### src/rtl/pc_sequencer.sv
// pc_sequencer: program counter register and next-PC selection (sequential, branch, trap)
// with fetch-valid, flush pulse and bubble insertion after every redirect.
module pc_sequencer #(
    parameter logic [31:0] RESET_PC     = 32'h0000_0000,
    parameter int unsigned FLUSH_CYCLES = 1
) (
    input  logic        clk,
    input  logic        rst,
    input  logic        stall,
    input  logic        br_taken,
    input  logic [31:0] br_target,
    input  logic        trap_req,
    input  logic [31:0] trap_vec,
    output logic [31:0] pc,
    output logic [31:0] pc_plus4,
    output logic        fetch_valid,
    output logic        flush,
    output logic        misalign_err
);
    typedef enum logic [1:0] {BOOT, RUN, FLUSH} state_t;
    localparam logic [2:0] FC = 3'(FLUSH_CYCLES);
    state_t      state;
    logic [2:0]  cnt;
    logic [31:0] trap_pc;
    logic        misalign;
    logic        run;
    assign trap_pc      = {trap_vec[31:2], 2'b00};
    assign misalign     = br_taken && br_target[1:0] != 2'b00;
    assign run          = state == RUN && !rst;
    assign pc_plus4     = pc + 32'd4;
    assign fetch_valid  = run;
    assign misalign_err = run && !trap_req && misalign;
    assign flush        = (run && (trap_req || br_taken)) || (!rst && state == FLUSH && trap_req);
    // A misaligned branch target is redirected to the trap vector like a trap.
    always_ff @(posedge clk) begin
        if (rst) begin
            state <= BOOT;
            pc    <= RESET_PC;
            cnt   <= 3'd0;
        end else begin
            case (state)
                BOOT: state <= RUN;
                RUN: begin
                    if (trap_req || misalign) begin
                        pc    <= trap_pc;
                        cnt   <= FC;
                        state <= FLUSH;
                    end else if (br_taken) begin
                        pc    <= br_target;
                        cnt   <= FC;
                        state <= FLUSH;
                    end else if (!stall) begin
                        pc <= pc_plus4;
                    end
                end
                FLUSH: begin
                    if (trap_req) begin
                        pc  <= trap_pc;
                        cnt <= FC;
                    end else begin
                        cnt <= cnt - 3'd1;
                        if (cnt == 3'd1) state <= RUN;
                    end
                end
                default: state <= BOOT;
            endcase
        end
    end
endmodule

### config.mk
export PLATFORM = sky130hd
export DESIGN_NAME = pc_sequencer
export DESIGN_NICKNAME = d
export VERILOG_FILES = /design/src/rtl/pc_sequencer.sv
export SDC_FILE = /design/constraint.sdc
export NUM_CORES = 1
export LEC_CHECK = 0
export BUFFER_PORTS_ARGS = -buffer_cell sky130_fd_sc_hd__buf_2
export CAP_MARGIN = 20
export CORE_MARGIN = 2
export CORE_UTILIZATION = 38
export CTS_CLUSTER_SIZE = 14
export DETAILED_ROUTE_END_ITERATION = 8
export HOLD_SLACK_MARGIN = 0.03
export PLACE_DENSITY_LB_ADDON = 0.08
export SLEW_MARGIN = 30
export SYNTH_ARGS = -nofsm -noshare
export SYNTH_HDL_FRONTEND = slang
export SYNTH_SLANG_ARGS = --single-unit
### constraint.sdc
create_clock -name clk -period 2.45 [get_ports clk]
set_input_delay 0.735 -clock clk [delete_from_list [all_inputs] [get_ports clk]]
set_output_delay 0.735 -clock clk [all_outputs]
set_load 0.05 [all_outputs]
; ---- Word level (Yosys, flattened, before mapping)
; Index checks and enable logic that the tools add are counted.
[word_totals]
register_bits = 37
in_bits = 69
[op_classes]
add_sub_neg = 2
eq_ne = 8
n_mux = 14
n_reduce_logical = 18
[op_table]
columns = cell, n
row1 = 2-to-1 mux 32 bit, 4
row2 = case mux 32 bit (2 select lines), 1
row3 = "adder 32 x 3 -> 32 bit, second input constant", 1
row4 = 2-to-1 mux 3 bit, 3
row5 = 2-to-1 mux 2 bit, 4
row6 = logical AND 1 bit, 7
row7 = case mux 2 bit (3 select lines), 1
row8 = case mux 3 bit (2 select lines), 1
row9 = AND reduction 3 bit, 2
row10 = "!= test 2 bit, second input constant", 2
row11 = "!= test 4 x 3 -> 1 bit, second input constant", 1
row12 = nonzero test 2 bit, 2
row13 = "equality test 3 x 1 -> 1 bit, second input constant", 1
row14 = logical OR 1 bit, 3
row15 = "!= test 3 x 2 -> 1 bit, second input constant", 1
row16 = "subtractor 3 x 1 -> 3 bit, second input constant", 1
row17 = "equality test 2 x 1 -> 1 bit, second input constant", 1
row18 = "equality test 2 bit, second input constant", 1
row19 = logical NOT 1 bit, 2
row20 = logical NOT 2 bit, 1
row21 = "!= test 2 x 1 -> 1 bit, second input constant", 1
row22 = AND reduction 2 bit, 1

; ---- Depth between registers and ports, before layout
; Gate-level depths: netlist of run 1.
[logic_depth]
ltp_word = 5
mapped_depth = 10

; ---- Worst setup path after synthesis of run 1
; Ideal clock, no wire load.
[synth_timing]
kind = input to output
start = input port rst
end = output port misalign_err
t_arrival_ns = 2.903
t_required_ns = 1.715
path_slack_ns = -1.188
path_stages = 3
path_buffers = 1
path_cell_list = clkbuf_1 nor2b_1 nor3b_1
[synth_between]
elab_chain_cells = 4
[synth_lines]
columns = item, line
row1 = from (decl), 8  ; input logic rst,
row2 = logical NOT 1 bit, 29  ; assign run = state == RUN && !rst;
row3 = logical AND 1 bit, 29
row4 = via fetch_valid, 16  ; output logic fetch_valid,
row5 = logical AND 1 bit (2 in series), 32  ; assign misalign_err = run && !trap_req && misalign;
row6 = to (decl), 18  ; output logic misalign_err
; The timed path passes the listed nets, and every way through them passes these cells.

; ---- Worst setup path after layout of run 1
[layout_timing]
start = register pc[10]
end = output port pc_plus4[24]
[layout_between]
elab_chain_cells = 1
[layout_lines]
columns = item, line
row1 = from (decl), 14  ; output logic [31:0] pc,
row2 = from (signal assigned), 45  ; pc <= trap_pc;
row3 = from (signal assigned), 49  ; pc <= br_target;
row4 = from (signal assigned), 53  ; pc <= pc_plus4;
row5 = adder 32 x 3 -> 32 bit, 30  ; assign pc_plus4 = pc + 32'd4;
row6 = to (decl), 15  ; output logic [31:0] pc_plus4,
; No other way between the ends.

==> qor.yml, run 1 <==
grt_max_degree: 23
antenna_cells: 0
setup_slack_ns: -0.3490
fp-row-count: 32
cts_hold_buffers: 0
nNetsFinal: 705
grt.total_usage_pct: 27.24
r2r_slack_ns: 0.20
crit_chain: "nand4_1 -> or4_4 -> o31a_1 -> or2_4 -> buf_6"
wl_per_cell_um: 16.24
finalHoldViolCount: 0
synth_flop_cell: "dfxtp_1"
peakVddDrop_v: 0.0007220
synth_area_per_cell_sq_um: 7.387
yosysTopAreaCell: "dfxtp_1"
clock.fmax_ghz: 0.3573
grt_pass1_vias: 3796
ant_nets: 0
post-place-cells: 698
n_fill_cell: 656
skew_ns: 0.007912
crit_type: "flip-flop to output port"
maxCapViolCount: 0
fin_crit_sh_pct: 114.2
area_growth_pct: 81.07
die_height_um: 92.95
fin_cells: 731
antenna_found_initial: 0
synth_top_area_share_pct: 24.64
status: "finished with violations"
route.detailed.drc: 0
clock_sinks: 37
place_area_sq_um: 4756
pre_cts_slack_ns: -0.1759
cp-start-kind: "flip-flop"
worstMarginPinSlew_ns: 0.4496
ys_types: 63
io_pins: 136
hp-start: "cnt[0]"
syn-num-nets: 484
numCtsBuffers: 5
synth_area_sq_um: 3007
drtIter0Drc: 221
cp_top_family: "simple AND/OR/NAND/NOR gates"
ys_warn_count: 0
htree_levels: 2
clock_path_buffers: 2
end_kind: "output port"
portBuffers: 133
power_mw: 5.802
holdPathStages: 1
final_max_slew_viol_count: 0
worst_r2r_path_depth: 8
fin_area_sq_um: 5444
rsz0062_at_grt: "yes"
dp_hpwl_um: 8945
synth_edf_count: 0
power.leakage_nw: 2.563
reg2reg_to: "pc[20]"
initial_core_util_pct: 39.11
setup_viol: 20
drtPass1Iterations: 4
routed_via_density: 5.394
min_to: "cnt[0]"
ys_seq_area_share_pct: 24.64
die_w_um: 92.95
violations: "negative setup slack"
coreArea_sq_um: 7687
clock-root-buffer: "clkbuf_8"
slowest_delay_ns: 0.62
cp_slowest_cell: "or4_4"
yosys_register_bits: 37
die_area_sq_um: 8640
cp.required_ns: 1.71
gr-total-overflow: 0
grt_pass1_wl_um: 18690
drive_above_1_share_pct: 55.01
arrival_ns: 2.06
min_path_type: "flip-flop to flip-flop"
reg2reg_from: "state[0]"
syn-instance-count: 407
synthArstFlopShare_pct: 0
wl_um: 11870
critPathBufInv: 1
cts_tree: "built"
clkSlewWorstSetupHoldPaths_ns: 0.08
worstPathMaxFanout: 4
power_density_nw_per_um2: 1066
clock_latency_ns: 0.30
relSlewSlack_pct: 69.71
num_vias: 3943
synthTopCellsByArea: "dfxtp_1 (25%), o21ai_0 (5.0%), xnor2_1 (5.0%)"
min_period_ns: 2.799
gp_congestion: 0.8744
## routing by layer
layer  global-route usage, %  up-vias  wire (um)
met5                       0        -          0
met4                   6.863        0        202
met3                   4.719       18        554
met2                   47.52      118       5910
met1                   34.73     1861       5207
li1                        -     1946          -
## report_power, final
part	switching [mW]	internal, mW	leakage (nW)
combinational	2.69	1.49	2.19
clock	0.234	0.301	0.0528
sequential	0.201	0.891	0.320
total	3.12	2.68	2.56
## cells in the mapped netlist, types with 2 or more instances
cell type  number
dfxtp_1        37
nand2_1        36
nor2_1         33
o21ai_0        30
a21oi_1        26
clkbuf_1       21
nand3_1        17
xnor2_1        17
nand4_1        15
inv_1          11
buf_2          10
a211oi_1        9
and4_1          8
ha_1            8
nand2b_1        8
xor2_1          8
a22oi_1         7
mux2i_1         7
nor3_1          7
and3_1          6
nor4_1          6
o211ai_1        5
or3_1           5
o221ai_1        4
a21o_1          3
a221oi_1        3
a31oi_1         3
nor4_2          3
o22ai_1         3
o32ai_1         3
or2_2           3
or4_1           3
and2_1          2
buf_1           2
buf_4           2
nand3b_1        2
nor2b_1         2
o21a_1          2
o21bai_1        2
o311ai_0        2
o31a_1          2
o31ai_1         2
or2_1           2
## logic make-up after synthesis
| logic type | after synthesis | synth area share, % |
|---|---|---|
| adder cells (fa/ha/maj) | 8 | 3.329 |
| XOR/XNOR | 25 | 7.283 |
| AO/OA/AOI/OAI | 118 | 26.09 |
| AND/OR/NAND/NOR | 164 | 29.38 |
| flip-flops | 37 | 24.64 |
| buffers and inverters | 47 | 6.575 |
| multiplexers | 8 | 2.705 |
## state kept, by name, summed over array words and instances (netlist names)
signal  count
cnt         3
pc         32
state       2
## layout make-up
class / instances / area [sq um] / area share (%)
multi-input cells: 323 / 2540 / 46.66
flip-flops and latches: 37 / 822.0 / 15.10
well taps: 102 / 127.6 / 2.344
clock buffers: 6 / 72.57 / 1.333
clock inverters: 2 / 33.78 / 0.6205
repair buffers: 250 / 1807 / 33.19
inverters: 11 / 41.29 / 0.7584
## repair_timing
action	4_1_cts	5_1_grt
setup buffers	15	14
endpoints found under the hold margin	0	0
resized for setup	73	29
endpoints found under the setup margin	23	26
pin swaps	16	20
gates cloned	0	0
## layout by cell type, fill, tap and decap left out, types with 4 or more instances in the layout
master    synthesis  layout
a211oi_1          9       9
a21oi_1          26      25
a22oi_1           7       7
and3_1            6       5
and4_4            0       5
buf_2            10     107
buf_4             2      96
buf_6             0      40
clkbuf_8          0       5
dfxtp_1          37      10
dfxtp_2           0       8
dfxtp_4           0      19
ha_1              8       7
inv_1            11      11
mux2i_1           7       7
nand2_1          36      32
nand2b_1          8       8
nand3_1          17      15
nand4_1          15      15
nor2_1           33      31
nor3_1            7       5
nor4_4            0       5
o211ai_1          5       5
o21ai_0          30      30
o221ai_1          4       4
or3_1             5       4
xnor2_2           0       8
xnor2_4           0       7
xor2_4            0       4
## through the flow
stage,setup TNS [ns],hold WS [ns],util [%]
finish,-3.982,0.4869,70.82
global placement,-0.7693,0.4582,61.87
global route,-5.351,0.5172,70.82
detailed placement,-0.9514,0.4818,61.87
CTS,-3.645,0.4958,68.12
floorplan,-2.219,0.4405,-
## worst reg2reg max path: stages (launching register included)
cell	delay, ns
dfxtp_1	0.35
inv_1	0.09
ha_1	0.33
nor2b_1	0.24
a211o_1	0.37
buf_4	0.27
nor2_1	0.09
buf_4	0.13
a221oi_1	0.27
## worst max path at each step
stage / from / endpoint / slack [ns] / cells past startpoint
2_1_floorplan: pc[10] / pc_plus4[30] / -0.22 / 6
3_5_place_dp: pc[9] / pc_plus4[24] / -0.18 / 5
3_3_place_gp: pc[9] / pc_plus4[24] / -0.16 / 5
5_1_grt: pc[23] / pc_plus4[27] / -0.39 / 8
4_1_cts: pc[11] / pc_plus4[24] / -0.33 / 5
6_report: pc[10] / pc_plus4[24] / -0.35 / 5
Power figures use the tool's default switching activity.
==> run 2: changes to the inputs <==
- CORE_UTILIZATION: 38 -> 33
==> run 2 against run 1 <==
  * The flow still finishes with violations (negative setup slack)
  * Cell count did not move
  * Non-clock buffer count fell by 6
  * Count of clock-buffer cells in the layout is the same
==> qor.yml, run 2 (synthesis results as in run 1) <==
status: "finished with violations"
violations: "negative setup slack"
largest-register: "pc"
rsz0062_at_grt: "yes"
final_max_slew_viol_count: 0  # unchanged
cts_tree: "built"
clock_latency_ns: 0.29  # about the same
setup_slack_ns: -0.3375  # +0.01153 ns
final_cell_mix: "buf_2 (107), buf_4 (95), buf_6 (36)"
dp_hpwl_um: 9062  # +1.3%
finalHoldViolCount: 0  # unchanged
fp-row-count: 34  # +6.3%
die_area_sq_um: 9890  # +14%
reg2reg_from: "state[0]"
p_switching_mw: 3.144  # +0.74%
drtIter0Drc: 158  # -29%
antenna_cells: 0  # unchanged
num_vias: 3936  # -0.18%
clock-root-buffer: "clkbuf_8"
ant_nets: 0  # unchanged
sw_frac_of_total_pct: 53.44  # -0.34 points
io_pins: 136  # unchanged
clkSlewWorstSetupHoldPaths_ns: 0.08  # about the same
clock_sinks: 37  # unchanged
portBuffers: 133  # unchanged
initial_core_util_pct: 34.31  # -4.8 points
arrival_ns: 2.05  # about the same
end_kind: "output port"
grt_pass1_wl_um: 18210  # -2.5%
peakVddDrop_v: 0.0006070  # -16%
clock_path_buffers: 2  # unchanged
die_w_um: 99.45  # +7.0%
skew_ns: 0.009284  # +0.001372 ns
power_density_nw_per_um2: 1087  # +2.0%
worst_r2r_path_depth: 8  # unchanged
htree_levels: 2  # unchanged
wl_um: 12020  # +1.2%
reg2reg_to: "pc[19]"
place_area_sq_um: 4788  # +0.68%
route.detailed.drc: 0  # unchanged
power.leakage_nw: 2.509  # -2.1%
multiInputGateArea_sq_um: 2562  # +0.89%
drtPass1Iterations: 4  # unchanged
p_int_mw: 2.739  # +2.1%
endpoint: "pc_plus4[24]"
fin_crit_sh_pct: 113.8  # -0.47 points
cts_hold_buffers: 0  # unchanged
min_period_ns: 2.788  # -0.01153 ns
worstMarginPinSlew_ns: 0.5362  # +0.08659 ns
min_path_type: "flip-flop to flip-flop"
largest_reg_flops: 32  # unchanged
clock.fmax_ghz: 0.3587  # +0.41%
gr-total-overflow: 0  # unchanged
worstPathMaxFanout: 4  # unchanged
grt_pass1_vias: 3722  # -1.9%
nNetsFinal: 699  # -0.85%
setup_viol: 17  # -15%
seqPwrFrac_pct: 18.3  # -0.5 points
maxCapViolCount: 0  # unchanged
n_fill_cell: 780  # +19%
grt_max_degree: 33  # +43%
setup_tns_ns: -3.184  # +0.7984 ns
r2r_slack_ns: 0.24  # +0.04 ns
antenna_found_initial: 0  # unchanged
regArea_sq_um: 822.0  # unchanged
clkPwrFrac_pct: 9.1  # about the same
crit_start: "pc[2]"
area_growth_pct: 79.98
cp.required_ns: 1.71  # about the same
routed_via_density: 5.384  # -0.18%
layout.cells.most_common: "buf_2"
pre_cts_slack_ns: -0.1942  # -0.01824 ns
drive_above_1_share_pct: 55.54  # +0.53 points
crit_type: "flip-flop to output port"
numCtsBuffers: 5  # unchanged
die_height_um: 99.45  # +7.0%
cp-start-kind: "flip-flop"
largestRegisters: "pc x32, cnt x3, state x2"
wl_per_cell_um: 16.44  # +1.2%
fin_area_sq_um: 5411  # -0.60%
grt.total_usage_pct: 22.89  # -4.4 points
holdPathStages: 1  # unchanged
coreArea_sq_um: 8763  # +14%
relSlewSlack_pct: 64.14  # -5.6 points
gp_congestion: 0.8894  # +1.7%
pwr-share-comb_pct: 72.6  # +0.6 points
==> run 2: cell types whose count changed in the layout (fill, tap and decap cells not counted), moves of 2 or more <==
| cell | change |
|---|---|
| nand2_2 | +2 |
| xnor2_2 | +2 |
| nand3_1 | -2 |
| xnor2_4 | -2 |
| ha_2 | +2 |
| buf_8 | -2 |
| buf_6 | -4 |
| ha_1 | -2 |
| nand2_4 | -2 |
==> run 2: worst min-delay path by stage <==
stage | startpoint | to
6_report | cnt[0] | cnt[0]
5_1_grt | pc[1] | pc[1]
3_3_place_gp | cnt[0] | cnt[0]
3_5_place_dp | cnt[0] | cnt[0]
4_1_cts | cnt[0] | cnt[0]
2_1_floorplan | cnt[0] | cnt[0]
==> run 2: critical path: stages, from the launching register on <==
cell     delay, ns
dfxtp_4       0.37
ha_4          0.14
nand3_2       0.09
or4_4         0.49
o31a_1        0.29
or2_4         0.23
buf_6         0.15
==> run 2: power by group through the flow <==
| stage | logic, mW | registers (mW) | clock network [mW] |
|---|---|---|---|
| floorplan | 1.99 | 1.86 | 0 |
| global placement | 3.86 | 1.06 | 0 |
| detailed placement | 3.89 | 1.07 | 0 |
| CTS | 4.12 | 1.07 | 0.537 |
| global route | 4.52 | 1.11 | 0.569 |
| finish | 4.27 | 1.08 | 0.535 |
==> run 2: repair_timing <==
action / 4_1_cts / 5_1_grt
gates resized for setup: 66 / 31
setup buffers: 7 / 13
pin swaps: 11 / 17
endpoints found under the setup margin: 22 / 26
==> run 2: cell type report <==
type                            instances  area share (%)
Sequential cell                        37           15.19
Clock inverter                          2          0.6243
Tap cell                              108           2.497
Timing Repair Buffer                  244           32.23
Clock buffer                            6           1.341
Multi-Input combinational cell        323           47.35
Inverter                               11          0.7630
==> run 2: through the flow <==
stage                     utilization [%]  total power, mW  hold slack (ns)  cells
after floorplan                         -            3.846           0.4405    407
after global placement              54.64            4.921           0.4575    703
after detailed placement            54.64            4.963           0.4638    703
after CTS                           59.19            5.728           0.4815    718
after global routing                61.75            6.193           0.5094    731
final                               61.75            5.883           0.4783    731
==> run 2: layer usage <==
| metal | track usage [%] | up-vias | part of all wire (%) |
|---|---|---|---|
| met1 | 29.58 | 1862 | 44 |
| met2 | 40.80 | 135 | 49 |
| met3 | 2.741 | 7 | 6.2 |
| met5 | 0 | - | 0 |
| li1 | - | 1932 | - |
| met4 | 5.163 | 0 | 0.87 |
